$ cat src/rtl/stream_mux4_rr.sv
// 4:1 round-robin valid/ready stream merger with a registered, source-tagged output beat.
// Optional packet lock (in_last/out_last, grant held until a last beat): define STREAM_MUX4_PKT_LOCK_EN.
module stream_mux4_rr #(
  parameter int WIDTH = 8
) (
  input  logic               clk,
  input  logic               rst_n,
  input  logic [3:0]         in_valid,
  input  logic [4*WIDTH-1:0] in_data,
`ifdef STREAM_MUX4_PKT_LOCK_EN
  input  logic [3:0]         in_last,
  output logic               out_last,
`endif
  output logic [3:0]         in_ready,
  output logic               out_valid,
  output logic [WIDTH-1:0]   out_data,
  output logic [1:0]         out_sel,
  input  logic               out_ready
);

  logic [1:0]       ptr;
  logic [3:0]       grant;
  logic [1:0]       gidx;
  logic             can_load;
  logic             load;
  logic             ptr_upd;
  logic [WIDTH-1:0] src_data [4];

  for (genvar i = 0; i < 4; i++) begin : g_unpack
    assign src_data[i] = in_data[i*WIDTH +: WIDTH];
  end

  // Output register can take a new beat when empty or being drained this cycle.
  assign can_load = !out_valid || out_ready;

  // Round-robin search starting at ptr; the first valid source wins.
  logic [3:0] rr_grant;
  logic [1:0] rr_idx;

  // NOTE: every variable written here gets a default first, so no path leaves it unassigned and no latch is inferred.
  always_comb begin
    logic       found;
    logic [1:0] idx;
    rr_grant = '0;
    rr_idx   = ptr;
    found    = 1'b0;
    for (int i = 0; i < 4; i++) begin
      idx = ptr + 2'(i);
      if (!found && in_valid[idx]) begin
        rr_grant[idx] = 1'b1;
        rr_idx        = idx;
        found         = 1'b1;
      end
    end
  end

`ifdef STREAM_MUX4_PKT_LOCK_EN
  typedef enum logic {
    ST_ARB    = 1'b0,
    ST_LOCKED = 1'b1
  } lock_state_t;

  lock_state_t state, state_next;
  logic [1:0]  lock_src, lock_src_next;

  // While locked, only the owning source may be granted, even when it is idle.
  always_comb begin
    grant         = rr_grant;
    gidx          = rr_idx;
    state_next    = state;
    lock_src_next = lock_src;
    if (state == ST_LOCKED) begin
      grant           = '0;
      grant[lock_src] = in_valid[lock_src];
      gidx            = lock_src;
    end
    if (load) begin
      lock_src_next = gidx;
      state_next    = in_last[gidx] ? ST_ARB : ST_LOCKED;
    end
  end

  assign ptr_upd = load && in_last[gidx];

  always_ff @(posedge clk) begin
    if (!rst_n) begin
      state    <= ST_ARB;
      lock_src <= '0;
      out_last <= 1'b0;
    end else begin
      state    <= state_next;
      lock_src <= lock_src_next;
      if (load) out_last <= in_last[gidx];
    end
  end
`else
  assign grant   = rr_grant;
  assign gidx    = rr_idx;
  assign ptr_upd = load;
`endif

  assign in_ready = grant & {4{can_load && rst_n}};
  assign load     = |in_ready;

  // NOTE: sequential state uses non-blocking assignments so every register samples pre-edge values.
  always_ff @(posedge clk) begin
    if (!rst_n) begin
      out_valid <= 1'b0;
      out_data  <= '0;
      out_sel   <= '0;
      ptr       <= '0;
    end else begin
      if (load) begin
        out_valid <= 1'b1;
        out_data  <= src_data[gidx];
        out_sel   <= gidx;
      end else if (out_ready) begin
        out_valid <= 1'b0;
      end
      if (ptr_upd) ptr <= gidx + 2'd1;
    end
  end

endmodule

$ cat config.mk
export PLATFORM = sky130hd
export DESIGN_NAME = stream_mux4_rr
export DESIGN_NICKNAME = d
export VERILOG_FILES = /design/src/rtl/stream_mux4_rr.sv
export SDC_FILE = /design/constraint.sdc
export NUM_CORES = 1
export LEC_CHECK = 0
export ABC_AREA = 1
export CORE_MARGIN = 2
export CORE_UTILIZATION = 45
export CTS_BUF_LIST = sky130_fd_sc_hd__clkbuf_8
export CTS_CLUSTER_SIZE = 16
export DETAILED_ROUTE_END_ITERATION = 8
export PLACE_DENSITY = 0.92
export SETUP_SLACK_MARGIN = 0.05
export SKIP_CTS_REPAIR_TIMING = 1
export SLEW_MARGIN = 20
export SYNTH_ARGS = -nofsm -noshare
export SYNTH_HDL_FRONTEND = slang
export SYNTH_SLANG_ARGS = --single-unit
export TNS_END_PERCENT = 100
$ cat constraint.sdc
create_clock -name clk -period 3.4 [get_ports clk]
set_clock_uncertainty 0.05 [all_clocks]
set_input_delay 0.51 -clock clk [delete_from_list [all_inputs] [get_ports clk]]
set_output_delay 0.51 -clock clk [all_outputs]
set_load 0.1 [all_outputs]
==> results of run 1 <==
cell usage in the layout (no fill, tap or decap), types with 3 or more instances in the layout:
cell / n
a21oi_1: 3
buf_12: 4
clkbuf_8: 3
clkdlybuf4s50_1: 49
dfxtp_1: 13
ha_1: 7
inv_1: 25
nand2_1: 122
nand2_2: 12
nand2_4: 3
nand3_1: 23
nor2_1: 21
nor3_1: 3
stage by stage:
| step | area, µm² | setup WS, ns |
|---|---|---|
| after global placement | 2030 | 0.573 |
| after detailed placement | 2030 | 0.511 |
| after global routing | 2070 | 0.117 |
| final | 2070 | 0.383 |
| after floorplan | 1450 | 0.525 |
| after CTS | 2070 | 0.381 |
worst paths after layout:
path                            cells past startpoint  slack [ns]                       to                    start
worst min-delay path                                2        0.44  out_sel[0]$_SDFFE_PN0P_  out_sel[0]$_SDFFE_PN0P_
worst max-delay path                               12        0.38              in_ready[3]      ptr[1]$_SDFFE_PN0P_
worst max register to register                     15        0.48      ptr[0]$_SDFFE_PN0P_      ptr[1]$_SDFFE_PN0P_
worst min register to register                      2        0.44  out_sel[0]$_SDFFE_PN0P_  out_sel[0]$_SDFFE_PN0P_
flip-flops by register name, summed over array words and instances (netlist names):
register and flops:
out_data 8, out_valid 1, ptr 2, out_sel 2
metal layers:
metal | vias up | track usage (%)
met4 | 0 | 4.97
met1 | 677 | 25.3
li1 | 880 | -
met2 | 57 | 39.3
met3 | 2 | 4.90
met5 | - | 0
worst min-delay path, delay by kind of cell (launching register included):
| family | cells | cell delay, ns |
|---|---|---|
| flip-flops | 1 | 0.32 |
| AND/OR/NAND/NOR | 2 | 0.13 |
logic make-up (layout without fill, tap and decap cells):
logic type                 Yosys count  in the layout  share of synthesized area, %
buffers and inverters               34             87                          12.3
AOI/OAI and AO/OA                    8              8                          3.45
adders and majority gates            7              7                          6.04
and+or+nand+nor                    191            191                          60.2
DFF                                 13             13                          18.0
area by class of cell:
type,instances,area share (%)
Multi-Input combinational cell,206,48.7
Timing Repair Buffer,55,28.2
Sequential cell,13,12.6
Inverter,28,5.67
Tap cell,44,2.66
Clock buffer,3,1.99
Clock inverter,1,0.181
==> results.cfg, run 1 <==
[outcome]
status = finished, final reports clean

[sta]
setup_viol = 0
tns_ns = 0
final.min_clock_period_ns = 3.02
max_freq_ghz = 0.332
hold_violations = 0
rsz0062_at_grt = false
report.final.slew_viol_count = 0
whs_ns = 0.444
worst_slew_pin_slew_ns = 0.998
relSlewSlack_pct = 33.3
final.period_utilization_pct = 88.7

[finish]
final_cells = 350
n_antenna_cell = 0
fillers = 268
finalNetCount = 353
drive_gt1_share_pct = 11.4
multiInputGateArea_um2 = 1010
final_util_pct = 67.9
syn2layout_area_growth_pct = 43.1
ff_latch_area_um2 = 260

[placement]
dp_cells = 346
port_buffers = 53
hpwl_um = 2780
gp_congestion = 0.904

[worst_setup_path]
end_kind = output port
critPathMaxFanout = 8
worstPathRequired_ns = 2.84
cp_slowest_cell = dfxtp_1
startpoint_type = register
cpLargestDelayFamily = buffers and inverters
arrival_ns = 2.46
cp_num_buf_inv = 4
crit_type = register to output port
slowest_delay_ns = 0.48
path_cells = inv_1 -> ha_1 -> inv_1 -> nand3_1 -> nand2_1 -> nand2_4 -> nor2_8 -> nand2_1 -> nand3b_1 -> nand2_1 -> inv_1 -> buf_12

[die]
boundaryPins = 54
die_h_um = 60.7
die_w_um = 60.7
std_cell_rows = 20
core_um2 = 3050
die_area_um2 = 3690
start_util_pct = 47.5

[routing]
drt_first_pass_iters = 4
via_count = 1616
met1_length_um = 1510
ant_nets = 0
wl_met2_um = 1730
drc_errors = 0
top_layer_used = met4
route.met3.wl_um = 255
via_per_inst = 4.62
first_iter_violations = 39
drt_wl_total_um = 3500
wl_per_cell_um = 10.0

[logic_synthesis]
netlist_top_cells_count = 122 x nand2_1, 24 x inv_1, 23 x nand3_1
syn_inst = 253
synth_nets = 299
yosys_warnings = 0
ys_types = 26
synth_top_area_share_pct = 31.6
synth_top_cell_by_area = nand2_1
async_flop_share_pct = 0
postSynthAreaPerCell_um2 = 5.73
ys.flop_type = dfxtp_1
yosysMostFrequentCell = nand2_1
synthTopCellsByArea = nand2_1 32%, dfxtp_1 18%, nand3_1 7.9%
synth-seq-cells = 13
synth_area_um2 = 1450
synth_edf_count = 0
seq_area_frac_synth_pct = 18.0

[run]
cap_viol_max_count = 0

[clock_network]
numCtsBuffers = 3
cts_root_buffer = clkbuf_8
h-tree-depth = 1
tritoncts = yes
worst_skew_pair.late_latency_ns = 0.24
clockBufferDepth = 2
path_clk_slew_ns = 0.05
clock-sinks = 13

[global_routing]
antenna_found_initial = 0
grt_pass1_vias = 1511
grt_max_degree = 20
grt_usage_pct = 21.5
grt_overflow = 0
grt_pass1_wl_um = 6220

[hold_path]
hold_path.class = register to register
Power of run 1 is left out: the tool's default activity adds up to more than one toggle a clock period on the data nets, which glitch-free logic cannot reach.
==> run 2, diff against run 1 <==
ABC_AREA = not set   (was 1)
PLACE_DENSITY = 0.89   (was 0.92)
TNS_END_PERCENT = not set   (was 100)
==> results.cfg, run 2 <==
[outcome]
status = finished, final reports clean

[worst_setup_path]
r2r_slack_ns = 0.36
arrival_ns = 2.72
crit_type = primary input to output port
cpLargestDelayFamily = buffers and inverters
startpoint_type = primary input
end_kind = output port
cp-startpoint = in_valid[3]
rr_endpoint = out_data[3]$_SDFFE_PN0P_
r2r-start = ptr[1]$_SDFFE_PN0P_
rr_worst_depth = 11
cp_slowest_cell = mux4_2
critical_path_depth = 7
critPathMaxFanout = 10
worstSetupEndpoint = in_ready[3]
path_cells = clkdlybuf4s50_1 -> mux4_2 -> nand2_1 -> o21ai_0 -> a221oi_1 -> nor2_4 -> buf_12
cp_num_buf_inv = 2
worstPathRequired_ns = 2.84
slowest_delay_ns = 0.68

[sta]
hold_violations = 0
rsz0062_at_grt = false
worst_slew_pin_slew_ns = 0.967
report.final.slew_viol_count = 0
max_freq_ghz = 0.305
final.min_clock_period_ns = 3.28
relSlewSlack_pct = 35.3
final.period_utilization_pct = 96.6
setup_viol = 0

[pwr]
peakVddDrop_mv = 0.291
total_leakage_power_nw = 0.977
power_density_nw_per_um2 = 891

[finish]
n_antenna_cell = 0
multiInputGateArea_um2 = 1400
final_area_um2 = 2540
top_register = out_data
drive_gt1_share_pct = 16.2
final_util_pct = 69.3
finalNetCount = 338
ff_latch_area_um2 = 264
largest_register_ffs = 8
mostFrequentLayoutCell = nand2_1
layout_common_cells = 57 x nand2_1, 48 x clkdlybuf4s50_1, 20 x buf_4
fillers = 302
syn2layout_area_growth_pct = 49.0
top_regs = out_data: 8 flops, out_sel: 2 flops, ptr: 2 flops

[die]
die_area_um2 = 4290
core_um2 = 3660
std_cell_rows = 22
start_util_pct = 46.5
die_w_um = 65.5
die_h_um = 65.5
boundaryPins = 54

[global_routing]
grt_pass1_wl_um = 8500
grt_pass1_vias = 1863
antenna_found_initial = 0
grt_max_degree = 37
grt_usage_pct = 24.8
grt_overflow = 0

[routing]
drc_errors = 0
drt_wl_total_um = 5200
via_per_inst = 6.16
wl_per_cell_um = 15.3
first_iter_violations = 131
ant_nets = 0
drt_first_pass_iters = 5
via_count = 2089

[logic_synthesis]
syn_inst = 237
synth_area_um2 = 1700
ys.flop_type = dfxtp_1
synth-seq-cells = 13
seq_area_frac_synth_pct = 15.3
synth_top_area_share_pct = 15.3
yosysMostFrequentCell = nand2_1
synth_edf_count = 0
synthTopCellsByArea = dfxtp_1 15%, nand2_1 13%, a211oi_1 7.5%
netlist_top_cells_count = 57 x nand2_1, 17 x a211oi_1, 17 x clkbuf_1
synth_top_cell_by_area = dfxtp_1
yosys_warnings = 0
synth_nets = 283
ys_types = 48
async_flop_share_pct = 0
postSynthAreaPerCell_um2 = 7.18

[clock_network]
cts_root_buffer = clkbuf_8
clock-sinks = 13
path_clk_slew_ns = 0.05
worst_skew_pair.late_latency_ns = 0.25
h-tree-depth = 1
clockBufferDepth = 2
tritoncts = yes
numCtsBuffers = 3

[placement]
port_buffers = 53
gp_congestion = 0.848
hpwl_um = 3790
placed_area_um2 = 2440

[hold_path]
hold_path.class = register to register

[run]
cap_viol_max_count = 0
run 2: cell type report:
class,count,share of cell area [%]
flip-flops and latches,13,10.4
well taps,48,2.37
inverters,5,1.04
multi-input cells,195,55.1
repair buffers,74,29.3
clock buffers,3,1.63
clock inverters,1,0.148
run 2: cells by family after synthesis:
kind of cell / share of synthesized area, %
buf+inv: 7.72
compound gates: 34.4
mux: 4.12
flops: 15.3
xor+xnor: 1.03
fa+ha+maj: 5.15
simple gates: 32.3
run 2: tightest hold or removal path: stages, from the launching register on:
cell	delay, ns
dfxtp_1	0.31
o211ai_1	0.08
nand2b_1	0.05
run 2: worst min path at each step:
stage | start | endpoint | slack (ns) | depth (start not counted)
floorplan | ptr[1]$_SDFFE_PN0P_ | ptr[1]$_SDFFE_PN0P_ | 0.59 | 3
global placement | out_sel[0]$_SDFFE_PN0P_ | out_sel[0]$_SDFFE_PN0P_ | 0.41 | 2
detailed placement | out_sel[0]$_SDFFE_PN0P_ | out_sel[0]$_SDFFE_PN0P_ | 0.42 | 2
CTS | out_data[5]$_SDFFE_PN0P_ | out_data[5]$_SDFFE_PN0P_ | 0.44 | 2
global route | out_data[0]$_SDFFE_PN0P_ | out_data[0]$_SDFFE_PN0P_ | 0.46 | 2
finish | out_data[2]$_SDFFE_PN0P_ | out_data[2]$_SDFFE_PN0P_ | 0.44 | 2
run 2: through the flow:
stage               worst slack (ns)  hold WS, ns  std cells  setup TNS (ns)  power [mW]
global placement              0.0969        0.405        333               0        2.02
floorplan                    -0.0678        0.585        237          -0.111        1.64
global route                  0.0380        0.457        339               0        2.40
finish                         0.116        0.439        339               0        2.26
CTS                          -0.0563        0.444        337          -0.144        2.22
detailed placement           -0.0605        0.420        333          -0.351        2.07
run 2: routing by layer:
metal / part of all wire [%] / routed length, µm / up-vias / track usage [%]
met5: 0 / 0 / - / 0
met4: 0.90 / 47 / 0 / 6.77
met3: 7.9 / 410 / 9 / 2.74
met2: 51 / 2650 / 112 / 43.5
met1: 40 / 2090 / 953 / 32.2
li1: - / - / 1015 / -
run 2: power by group:
part           leakage, nW  internal [mW]  switching, mW  total, mW
Combinational        0.842          0.695           1.18       1.88
Sequential           0.108          0.213         0.0335      0.246
Clock               0.0269         0.0798         0.0567      0.137
Total                0.977          0.988           1.27       2.26
No activity file was read; power rests on OpenSTA's default activity.
==> run 3, diff against run 2 <==
clock period = 4 ns   (was 3.4 ns; I/O delays follow)
==> results.cfg, run 3 (synthesized netlist as in run 2, its figures left out) <==
[outcome]
status = finished, final reports clean

[sta]
rsz0062_at_grt = false
worst_slew_pin_slew_ns = 0.969
worst_slack_ns = 0.337
final.period_utilization_pct = 91.6
whs_ns = 0.413
report.final.slew_viol_count = 0
final.min_clock_period_ns = 3.66
setup_viol = 0
tns_ns = 0
max_freq_ghz = 0.273
relSlewSlack_pct = 35.2
hold_violations = 0

[clock_network]
clock-sinks = 13
numCtsBuffers = 3
path_clk_slew_ns = 0.05
clockBufferDepth = 2
worst_skew_pair.late_latency_ns = 0.24
tritoncts = yes
h-tree-depth = 1
cts_root_buffer = clkbuf_8

[pwr]
comb_power_share_pct = 82.3
power_density_nw_per_um2 = 748
swShare_pct = 57.7
total_leakage_power_nw = 0.893
peakVddDrop_mv = 0.308
total_power_mw = 1.77
power_frac_clock_pct = 6.3
cell_internal_pwr_uw = 747
p_sw_mw = 1.02
seq_power_share_pct = 11.4

[placement]
hpwl_um = 3380
port_buffers = 53
place_ws_ns = 0.239
dp_cells = 323
gp_congestion = 0.742
placed_area_um2 = 2310

[worst_setup_path]
r2r_slack_ns = 0.65
worstPathRequired_ns = 3.35
end_kind = output port
critPathMaxFanout = 9
crit_type = primary input to output port
arrival_ns = 3.01
startpoint_type = primary input

[routing]
via_count = 1942
drc_errors = 0
via_per_inst = 5.94
drt_wl_total_um = 4530
first_iter_violations = 86
ant_nets = 0
wl_per_cell_um = 13.9
drt_first_pass_iters = 4

[finish]
mostFrequentLayoutCell = nand2_1
layout_common_cells = 57 x nand2_1, 49 x clkdlybuf4s50_1, 17 x a211oi_1
top_register = out_data
drive_gt1_share_pct = 10.8
ff_latch_area_um2 = 260
final_cells = 327
finalNetCount = 326
syn2layout_area_growth_pct = 38.7
multiInputGateArea_um2 = 1340
final_util_pct = 64.5
largest_register_ffs = 8
top_regs = out_data: 8 flops, out_sel: 2 flops, ptr: 2 flops
final_area_um2 = 2360
n_antenna_cell = 0
fillers = 325

[hold_path]
hold_path.class = register to register

[die]
die_w_um = 65.5
core_um2 = 3660
boundaryPins = 54
die_area_um2 = 4290
die_h_um = 65.5
start_util_pct = 46.5
std_cell_rows = 22

[global_routing]
grt_pass1_wl_um = 7350
grt_overflow = 0
grt_usage_pct = 21.0
grt_pass1_vias = 1638
antenna_found_initial = 0
grt_max_degree = 52

[run]
cap_viol_max_count = 0
[run 3: power groups by stage]
stage	clock [mW]	combinational (mW)	sequential, mW
2_1_floorplan	0	0.855	0.474
3_3_place_gp	0	1.42	0.202
3_5_place_dp	0	1.45	0.204
4_1_cts	0.114	1.45	0.201
5_1_grt	0.120	1.57	0.204
6_report	0.111	1.45	0.201
[run 3: routing by layer]
| layer | GRT usage [%] | wire length, µm | part of all wire (%) | vias to the layer above |
|---|---|---|---|---|
| li1 | - | - | - | 985 |
| met1 | 29.3 | 2110 | 46 | 885 |
| met2 | 35.2 | 2160 | 48 | 68 |
| met3 | 1.88 | 253 | 5.6 | 4 |
| met4 | 4.17 | 17 | 0.38 | 0 |
| met5 | 0 | 0 | 0 | - |
[run 3: worst max-delay path, cell delays in order]
cell and delay [ns]:
clkdlybuf4s50_1 0.54, or3b_1 0.44, a2111oi_2 0.38, or3_1 0.27
a221o_1 0.31, a21oi_1 0.11, nor2_4 0.17, buf_12 0.19
[run 3: final timing paths]
path / endpoint / cells past startpoint / startpoint
max: in_ready[0] / 8 / in_valid[0]
min: out_sel[1]$_SDFFE_PN0P_ / 2 / out_sel[1]$_SDFFE_PN0P_
min reg2reg: out_sel[1]$_SDFFE_PN0P_ / 2 / out_sel[1]$_SDFFE_PN0P_
max reg2reg: out_data[1]$_SDFFE_PN0P_ / 7 / ptr[0]$_SDFFE_PN0P_
[run 3: layout make-up]
| type | instances | area share (%) |
|---|---|---|
| clock buffers | 3 | 1.75 |
| clock inverters | 1 | 0.159 |
| inverters | 5 | 0.795 |
| multi-input cells | 195 | 56.7 |
| flip-flops and latches | 13 | 11.0 |
| well taps | 48 | 2.54 |
| repair buffers | 62 | 27.0 |
